===== config.mk =====
export PLATFORM = sky130hd
export DESIGN_NAME = uart_core_param
export DESIGN_NICKNAME = d
export VERILOG_FILES = /design/src/rtl/uart_core_param.sv
export SDC_FILE = /design/constraint.sdc
export NUM_CORES = 1
export LEC_CHECK = 0
export ABC_AREA = 1
export CELL_PAD_IN_SITES_DETAIL_PLACEMENT = 1
export CELL_PAD_IN_SITES_GLOBAL_PLACEMENT = 1
export CORE_MARGIN = 2
export CORE_UTILIZATION = 35
export DETAILED_ROUTE_END_ITERATION = 10
export MAX_ROUTING_LAYER = met4
export PLACE_DENSITY_LB_ADDON = 0.25
export SYNTH_ARGS = -nofsm -noshare
export SYNTH_HDL_FRONTEND = slang
export SYNTH_SLANG_ARGS = --single-unit

===== constraint.sdc =====
create_clock -name clk_i -period 6.6 [get_ports clk_i]
set_clock_uncertainty 0.15 [all_clocks]
set_input_delay 0.66 -clock clk_i [delete_from_list [all_inputs] [get_ports clk_i]]
set_output_delay 0.66 -clock clk_i [all_outputs]
set_load 0.005 [all_outputs]

===== src/rtl/uart_core_param.sv =====
// uart_core_param: full-duplex UART engine with runtime frame format
// (5..DATA_W data bits, none/even/odd parity, 1/1.5/2 stop bits).
// Bit timers are down-counters that reload per bit and act on terminal count.
//
// state        | meaning
// TX_IDLE      | line high, tx_ready_o=1, waiting for a handshake
// TX_START     | driving the start bit (0)
// TX_DATA      | shifting data bits out LSB first
// TX_PARITY    | driving the parity bit
// TX_STOP      | driving stop level for 1, 1.5 or 2 bit times
// RX_IDLE      | waiting for a low synchronised level
// RX_START     | qualifying the start bit by 3-sample majority
// RX_DATA      | capturing data bits LSB first
// RX_PARITY    | sampling and checking the parity bit
// RX_STOP      | first stop bit; the word completes at its vote
// RX_WAIT_HIGH | stop bit was low; hold until the line returns high
module uart_core_param #(
  parameter int DATA_W      = 8,
  parameter int CBP_W       = 16,
  parameter int SYNC_STAGES = 2
) (
  input  logic              clk_i,
  input  logic              rst_i,
  input  logic [CBP_W-1:0]  cbp_i,
  input  logic [3:0]        data_len_i,
  input  logic [1:0]        parity_i,
  input  logic [1:0]        stop_bits_i,
  input  logic [DATA_W-1:0] tx_data_i,
  input  logic              tx_valid_i,
  output logic              tx_ready_o,
  output logic              tx_busy_o,
  output logic [DATA_W-1:0] rx_data_o,
  output logic              rx_valid_o,
  input  logic              rx_ready_i,
  output logic              rx_parity_err_o,
  output logic              rx_frame_err_o,
  output logic              rx_overrun_o,
  input  logic              rx_i,
  output logic              tx_o
);
  localparam int CW = CBP_W + 1;

  typedef enum logic [2:0] {TX_IDLE, TX_START, TX_DATA, TX_PARITY, TX_STOP} tx_state_t;
  typedef enum logic [2:0] {RX_IDLE, RX_START, RX_DATA, RX_PARITY, RX_STOP, RX_WAIT_HIGH} rx_state_t;

  function automatic logic [3:0] clamp_len(input logic [3:0] len);
    if (len < 4'd5) return 4'd5;
    else if (len > 4'(DATA_W)) return 4'(DATA_W);
    else return len;
  endfunction

  function automatic logic [DATA_W-1:0] len_mask(input logic [3:0] len);
    logic [DATA_W-1:0] m;
    m = '0;
    for (int i = 0; i < DATA_W; i++) if (i < int'(len)) m[i] = 1'b1;
    return m;
  endfunction

  function automatic logic [CW-1:0] stop_len(input logic [CW-1:0] cbp, input logic [1:0] sel);
    case (sel)
      2'b00:   return cbp;
      2'b01:   return cbp + (cbp >> 1);
      default: return cbp << 1;
    endcase
  endfunction

  logic [CW-1:0] cbp_eff;
  logic [3:0]    len_c;
  logic [DATA_W-1:0] tx_masked;
  assign cbp_eff   = (cbp_i < CBP_W'(4)) ? CW'(4) : {1'b0, cbp_i};
  assign len_c     = clamp_len(data_len_i);
  assign tx_masked = tx_data_i & len_mask(len_c);

  // ---------------- TX ----------------
  tx_state_t tx_state, tx_state_n;
  logic [CW-1:0] tx_cnt, tx_cnt_n, tx_cbp, tx_cbp_n;
  logic [3:0] tx_idx, tx_idx_n, tx_len, tx_len_n;
  logic [DATA_W-1:0] tx_shift, tx_shift_n;
  logic [1:0] tx_par, tx_par_n, tx_stop, tx_stop_n;
  logic tx_pbit, tx_pbit_n, tx_n, tx_ready_n, tx_busy_n;

  // TX next-state and registered-output values
  always_comb begin
    tx_state_n = tx_state;
    tx_cnt_n   = tx_cnt;
    tx_cbp_n   = tx_cbp;
    tx_idx_n   = tx_idx;
    tx_len_n   = tx_len;
    tx_shift_n = tx_shift;
    tx_par_n   = tx_par;
    tx_stop_n  = tx_stop;
    tx_pbit_n  = tx_pbit;
    tx_n       = tx_o;
    tx_ready_n = tx_ready_o;
    tx_busy_n  = tx_busy_o;
    if (tx_state != TX_IDLE && tx_cnt != '0) tx_cnt_n = tx_cnt - CW'(1);
    case (tx_state)
      TX_IDLE: if (tx_valid_i && tx_ready_o) begin
        tx_shift_n = tx_masked;
        tx_len_n   = len_c;
        tx_par_n   = parity_i;
        tx_stop_n  = stop_bits_i;
        tx_cbp_n   = cbp_eff;
        tx_pbit_n  = (^tx_masked) ^ (parity_i == 2'b10);
        tx_cnt_n   = cbp_eff - CW'(1);
        tx_state_n = TX_START;
        tx_n       = 1'b0;
        tx_ready_n = 1'b0;
        tx_busy_n  = 1'b1;
      end
      TX_START: if (tx_cnt == '0) begin
        tx_state_n = TX_DATA;
        tx_idx_n   = '0;
        tx_n       = tx_shift[0];
        tx_shift_n = tx_shift >> 1;
        tx_cnt_n   = tx_cbp - CW'(1);
      end
      TX_DATA: if (tx_cnt == '0) begin
        if (tx_idx == tx_len - 4'd1) begin
          if (tx_par == 2'b01 || tx_par == 2'b10) begin
            tx_state_n = TX_PARITY;
            tx_n       = tx_pbit;
            tx_cnt_n   = tx_cbp - CW'(1);
          end else begin
            tx_state_n = TX_STOP;
            tx_n       = 1'b1;
            tx_cnt_n   = stop_len(tx_cbp, tx_stop) - CW'(1);
          end
        end else begin
          tx_idx_n   = tx_idx + 4'd1;
          tx_n       = tx_shift[0];
          tx_shift_n = tx_shift >> 1;
          tx_cnt_n   = tx_cbp - CW'(1);
        end
      end
      TX_PARITY: if (tx_cnt == '0) begin
        tx_state_n = TX_STOP;
        tx_n       = 1'b1;
        tx_cnt_n   = stop_len(tx_cbp, tx_stop) - CW'(1);
      end
      TX_STOP: if (tx_cnt == '0) begin
        tx_state_n = TX_IDLE;
        tx_n       = 1'b1;
        tx_ready_n = 1'b1;
        tx_busy_n  = 1'b0;
      end
      default: tx_state_n = TX_IDLE;
    endcase
  end

  // TX state and output registers
  always_ff @(posedge clk_i) begin
    if (rst_i) begin
      tx_state <= TX_IDLE; tx_cnt <= '0; tx_cbp <= '0; tx_idx <= '0; tx_len <= '0;
      tx_shift <= '0; tx_par <= '0; tx_stop <= '0; tx_pbit <= 1'b0;
      tx_o <= 1'b1; tx_ready_o <= 1'b1; tx_busy_o <= 1'b0;
    end else begin
      tx_state <= tx_state_n; tx_cnt <= tx_cnt_n; tx_cbp <= tx_cbp_n; tx_idx <= tx_idx_n;
      tx_len <= tx_len_n; tx_shift <= tx_shift_n; tx_par <= tx_par_n; tx_stop <= tx_stop_n;
      tx_pbit <= tx_pbit_n; tx_o <= tx_n; tx_ready_o <= tx_ready_n; tx_busy_o <= tx_busy_n;
    end
  end

  // ---------------- RX ----------------
  logic [SYNC_STAGES-1:0] sync;
  logic s;
  assign s = sync[SYNC_STAGES-1];

  // rx_i synchroniser, idles high
  always_ff @(posedge clk_i) begin
    if (rst_i) sync <= '1;
    else       sync <= {sync[SYNC_STAGES-2:0], rx_i};
  end

  rx_state_t rx_state, rx_state_n;
  logic [CW-1:0] rx_cnt, rx_cnt_n, rx_cbp, rx_cbp_n, pt_a, pt_b, pt_c;
  logic [3:0] rx_idx, rx_idx_n, rx_len, rx_len_n;
  logic [DATA_W-1:0] rx_shift, rx_shift_n, rx_data_n;
  logic [1:0] rx_par, rx_par_n;
  logic smp0, smp0_n, smp1, smp1_n, pacc, pacc_n, perr, perr_n, maj, at_c, complete;
  logic rx_valid_n, rx_perr_n, rx_ferr_n, rx_ovr_n;

  // Down-counter values for the samples at counts h-1, h, h+1 of a bit
  assign pt_a = rx_cbp - (rx_cbp >> 1);
  assign pt_b = pt_a - CW'(1);
  assign pt_c = pt_a - CW'(2);
  assign at_c = (rx_cnt == pt_c);
  assign maj  = (smp0 & smp1) | (smp0 & s) | (smp1 & s);

  // RX next-state, capture and presented-word update
  always_comb begin
    rx_state_n = rx_state;
    rx_cnt_n   = rx_cnt;
    rx_cbp_n   = rx_cbp;
    rx_idx_n   = rx_idx;
    rx_len_n   = rx_len;
    rx_shift_n = rx_shift;
    rx_par_n   = rx_par;
    smp0_n     = (rx_cnt == pt_a) ? s : smp0;
    smp1_n     = (rx_cnt == pt_b) ? s : smp1;
    pacc_n     = pacc;
    perr_n     = perr;
    complete   = 1'b0;
    if (rx_state != RX_IDLE && rx_state != RX_WAIT_HIGH && rx_cnt != '0)
      rx_cnt_n = rx_cnt - CW'(1);
    case (rx_state)
      RX_IDLE: if (!s) begin
        rx_state_n = RX_START;
        rx_cbp_n   = cbp_eff;
        rx_cnt_n   = cbp_eff - CW'(1);
        rx_len_n   = len_c;
        rx_par_n   = parity_i;
        rx_idx_n   = '0;
        rx_shift_n = '0;
        pacc_n     = 1'b0;
        perr_n     = 1'b0;
      end
      RX_START: begin
        if (at_c && maj) rx_state_n = RX_IDLE;
        else if (rx_cnt == '0) begin
          rx_state_n = RX_DATA;
          rx_cnt_n   = rx_cbp - CW'(1);
        end
      end
      RX_DATA: begin
        if (at_c) begin
          rx_shift_n = rx_shift | ({{(DATA_W-1){1'b0}}, maj} << rx_idx);
          pacc_n     = pacc ^ maj;
        end
        if (rx_cnt == '0) begin
          rx_cnt_n = rx_cbp - CW'(1);
          if (rx_idx == rx_len - 4'd1)
            rx_state_n = (rx_par == 2'b01 || rx_par == 2'b10) ? RX_PARITY : RX_STOP;
          else
            rx_idx_n = rx_idx + 4'd1;
        end
      end
      RX_PARITY: begin
        if (at_c) perr_n = maj ^ pacc ^ (rx_par == 2'b10);
        if (rx_cnt == '0) begin
          rx_state_n = RX_STOP;
          rx_cnt_n   = rx_cbp - CW'(1);
        end
      end
      RX_STOP: if (at_c) begin
        complete   = 1'b1;
        rx_state_n = maj ? RX_IDLE : RX_WAIT_HIGH;
      end
      RX_WAIT_HIGH: if (s) rx_state_n = RX_IDLE;
      default: rx_state_n = RX_IDLE;
    endcase

    rx_data_n  = rx_data_o;
    rx_valid_n = rx_valid_o;
    rx_perr_n  = rx_parity_err_o;
    rx_ferr_n  = rx_frame_err_o;
    rx_ovr_n   = rx_overrun_o;
    if (rx_valid_o && rx_ready_i) begin
      rx_valid_n = 1'b0;
      rx_perr_n  = 1'b0;
      rx_ferr_n  = 1'b0;
      rx_ovr_n   = 1'b0;
    end
    if (complete) begin
      rx_data_n  = rx_shift;
      rx_perr_n  = perr;
      rx_ferr_n  = ~maj;
      rx_ovr_n   = rx_valid_o & ~rx_ready_i;
      rx_valid_n = 1'b1;
    end
  end

  // RX state and output registers
  always_ff @(posedge clk_i) begin
    if (rst_i) begin
      rx_state <= RX_IDLE; rx_cnt <= '0; rx_cbp <= '0; rx_idx <= '0; rx_len <= '0;
      rx_shift <= '0; rx_par <= '0; smp0 <= 1'b1; smp1 <= 1'b1; pacc <= 1'b0; perr <= 1'b0;
      rx_data_o <= '0; rx_valid_o <= 1'b0; rx_parity_err_o <= 1'b0;
      rx_frame_err_o <= 1'b0; rx_overrun_o <= 1'b0;
    end else begin
      rx_state <= rx_state_n; rx_cnt <= rx_cnt_n; rx_cbp <= rx_cbp_n; rx_idx <= rx_idx_n;
      rx_len <= rx_len_n; rx_shift <= rx_shift_n; rx_par <= rx_par_n; smp0 <= smp0_n;
      smp1 <= smp1_n; pacc <= pacc_n; perr <= perr_n;
      rx_data_o <= rx_data_n; rx_valid_o <= rx_valid_n; rx_parity_err_o <= rx_perr_n;
      rx_frame_err_o <= rx_ferr_n; rx_overrun_o <= rx_ovr_n;
    end
  end
endmodule


==> run metrics <==
outcome=complete, no violations; kind of end point of the critical path=flop; core region area=34600 um2; Slew Viols, Final=0; die area=36800 um2; Mapped Cells=1995; Critical-path top delay cell=fa_1; Pwr Density=463 nW/um2; Post-Syn Area=12400 um2; Synth-to-Final Area Change=12.6%; Die Y=192 um; Final Setup Violations=0; Leak=0.00664 uW; VDD IR max=0.200 mV; Mean Syn Cell Area=6.20 um2; final wirelength=46000 um; synth top area cells=dfxtp_1, nand2_1, inv_1, ha_1, xor2_1; CTS tree=done; Crit path max-delay family=simple AND/OR/NAND/NOR gates; Hold Path Class=reg -> reg; M1 GR Usage=32.1%; GPL Wtd Cong=0.932; ant diodes=0; vias per inst=5.31; Fin. Hold Viols=0; Wirelength per Cell=18.4 um; max frequency=0.249 GHz; met3 Use GR=1.96%; Port Buffers=51; Overall Power=6440 uW; post-route DRC violation count=0; EDFF count, synth=0; Routed Antenna Nets=0; max cap viols=0; Synth Flop Type=dfxtp_1; sequential area share after synthesis=21.4%; critical path type=reg -> reg; global-route wire length before repair=72800 um; highest net fanout along the worst path=33; initial antenna violation count=0; Vias=13300; Synthesis Warnings=0; actual slew at the worst max-slew pin=0.867 ns; Syn Nets=2115; clk sink count=132; GRT overflow=0; largest net degree at the start of global routing=73; hold path start=sync[0]$_SDFF_PP1_; cts bufs inserted=17; vias in the first global route=13500; # H-tree levels=4; Worst setup SP type=flop; TritonRoute pass-1 iters=5; Setup crit start=rx_cbp[1]$_SDFFE_PP0P_; io pins=52; final total negative setup slack=0 ns; CP most frequent cell=nand2_2; leading area contributor after synthesis=dfxtp_1; GRT met2 Usage=44.5%; hpwl dp=36900 um; FF-to-FF Start=rx_cbp[1]$_SDFFE_PP0P_; Synth top area share=21.4%; Initial DRC Count=724; crit path DAT=4.23 ns; CTS Buffer Depth=2; Starting Density=35.7%; Die X-Extent=192 um; Final min period=4.02 ns; Nets=2151; Layout Utilization=40.2%; Max transition margin=42.2%; Req. time, crit path=6.82 ns; all-layer global routing usage=26.1%; ys async rst share=0%; fraction of layout cells with a size suffix above 1=5.77%; CTS root buf=clkbuf_16; Final Cycle Share=60.8%; RSZ-0062 raised after global routing=false; Post-CTS Setup Repair Bufs=0; crit-path cells=inv_1 > fa_1 > inv_1 > nand2_2 > nand2_1 > ha_1 > xnor2_1 > nor3b_1 > o21ai_0 > nor2_1 > nand3_1 > nor2_1 > nand3_1 > nor2_4 > nand3_4 > nand2_2 > nand2_2 > nand2_4 > nand2_2 > nand2_1 > nand2_1 > nor2_1; Crit path largest cell delay=0.48 ns; Hold Buf Count CTS=0; Synth cell types=56; post-CTS sizing=0; final setup margin=2.58 ns; Place WS=2.50 ns; Worst-Skew Late Latency=0.43 ns; num rows=68; busiest grt layer=met2; Reg clk slew, reported paths=0.07 ns; Synth Register Bits=132; WP buf/inv=2
kinds of logic after synthesis:
group           Yosys count  share of synthesized area [%]
simple gates            936                           33.5
compound gates          382                           17.9
buf+inv                 352                           10.9
flops                   132                           21.4
xor+xnor                110                           7.79
fa+ha+maj                83                           8.52
per-layer routing:
metal  up-vias  share of wire, %  wire (um)
li1       6582                 -          -
met1      6380                46      21100
met2       220                48      22300
met3        84               2.1        965
met4         0               3.7       1690
met5         -                 0          0
state kept, by name, indices dropped and copies added, names as in the netlist, 3 cells and up:
signal / flops
rx_cbp: 16
rx_state: 3
rx_shift: 8
rx_len: 4
rx_idx: 4
tx_cbp: 16
tx_len: 4
tx_state: 3
tx_idx: 4
rx_cnt: 17
tx_cnt: 17
rx_data_o: 8
tx_shift: 8
cell type report:
| cell class | count | area, um2 |
|---|---|---|
| flip-flops and latches | 132 | 2640 |
| clock buffers | 19 | 443 |
| multi-input cells | 1511 | 8370 |
| repair buffers | 57 | 556 |
| well taps | 455 | 569 |
| fillers | 4642 | 20700 |
| inverters | 312 | 1170 |
| clock inverters | 13 | 161 |
where the power goes:
part	switching (uW)	internal, uW	total, uW	leakage, uW
combinational	2920	1320	4240	0.00526
sequential	231	964	1200	0.00108
clock	423	581	1000	0.000297
metrics by stage:
step	cells	hold slack, ns	instance area, um2
CTS	2499	0.278	13900
global route	2499	0.290	13900
finish	2499	0.276	13900
global placement	2467	0.262	13300
floorplan	1995	0.239	12400
detailed placement	2467	0.262	13300
final timing paths:
kind / cells past startpoint / slack [ns] / to
max reg2reg: 22 / 2.58 / rx_state[2]$_SDFFE_PP0P_
min: 1 / 0.28 / sync[1]$_SDFF_PP1_
min reg2reg: 1 / 0.28 / sync[1]$_SDFF_PP1_
max: 22 / 2.58 / rx_state[2]$_SDFFE_PP0P_
synth_stat cells (11+ instances only):
| cell | instances |
|---|---|
| a211oi_1 | 17 |
| nand2_2 | 19 |
| a31oi_1 | 11 |
| a21oi_1 | 132 |
| ha_1 | 81 |
| inv_1 | 296 |
| a22oi_1 | 13 |
| nor2_1 | 195 |
| nand2_1 | 454 |
| nand4_1 | 23 |
| or2_2 | 11 |
| o21ai_0 | 120 |
| nor3_1 | 32 |
| xnor2_1 | 16 |
| inv_2 | 12 |
| xor2_1 | 94 |
| clkbuf_1 | 31 |
| o211ai_1 | 24 |
| nand3_1 | 150 |
| o22ai_1 | 31 |
| dfxtp_1 | 132 |
cell usage in the layout, fill, tap and decap left out, types with 19 or more instances in the layout:
cell / Yosys / final
o21ai_0: 120 / 120
clkdlybuf4s50_1: 0 / 51
nor3_1: 32 / 32
nor2_1: 195 / 194
ha_1: 81 / 81
nand2_2: 19 / 19
xor2_1: 94 / 94
nand2_1: 454 / 454
nand4_1: 23 / 23
dfxtp_1: 132 / 132
inv_1: 296 / 296
nand3_1: 150 / 150
o22ai_1: 31 / 31
a21oi_1: 132 / 132
o211ai_1: 24 / 24
(Power assumes the default switching activity.)
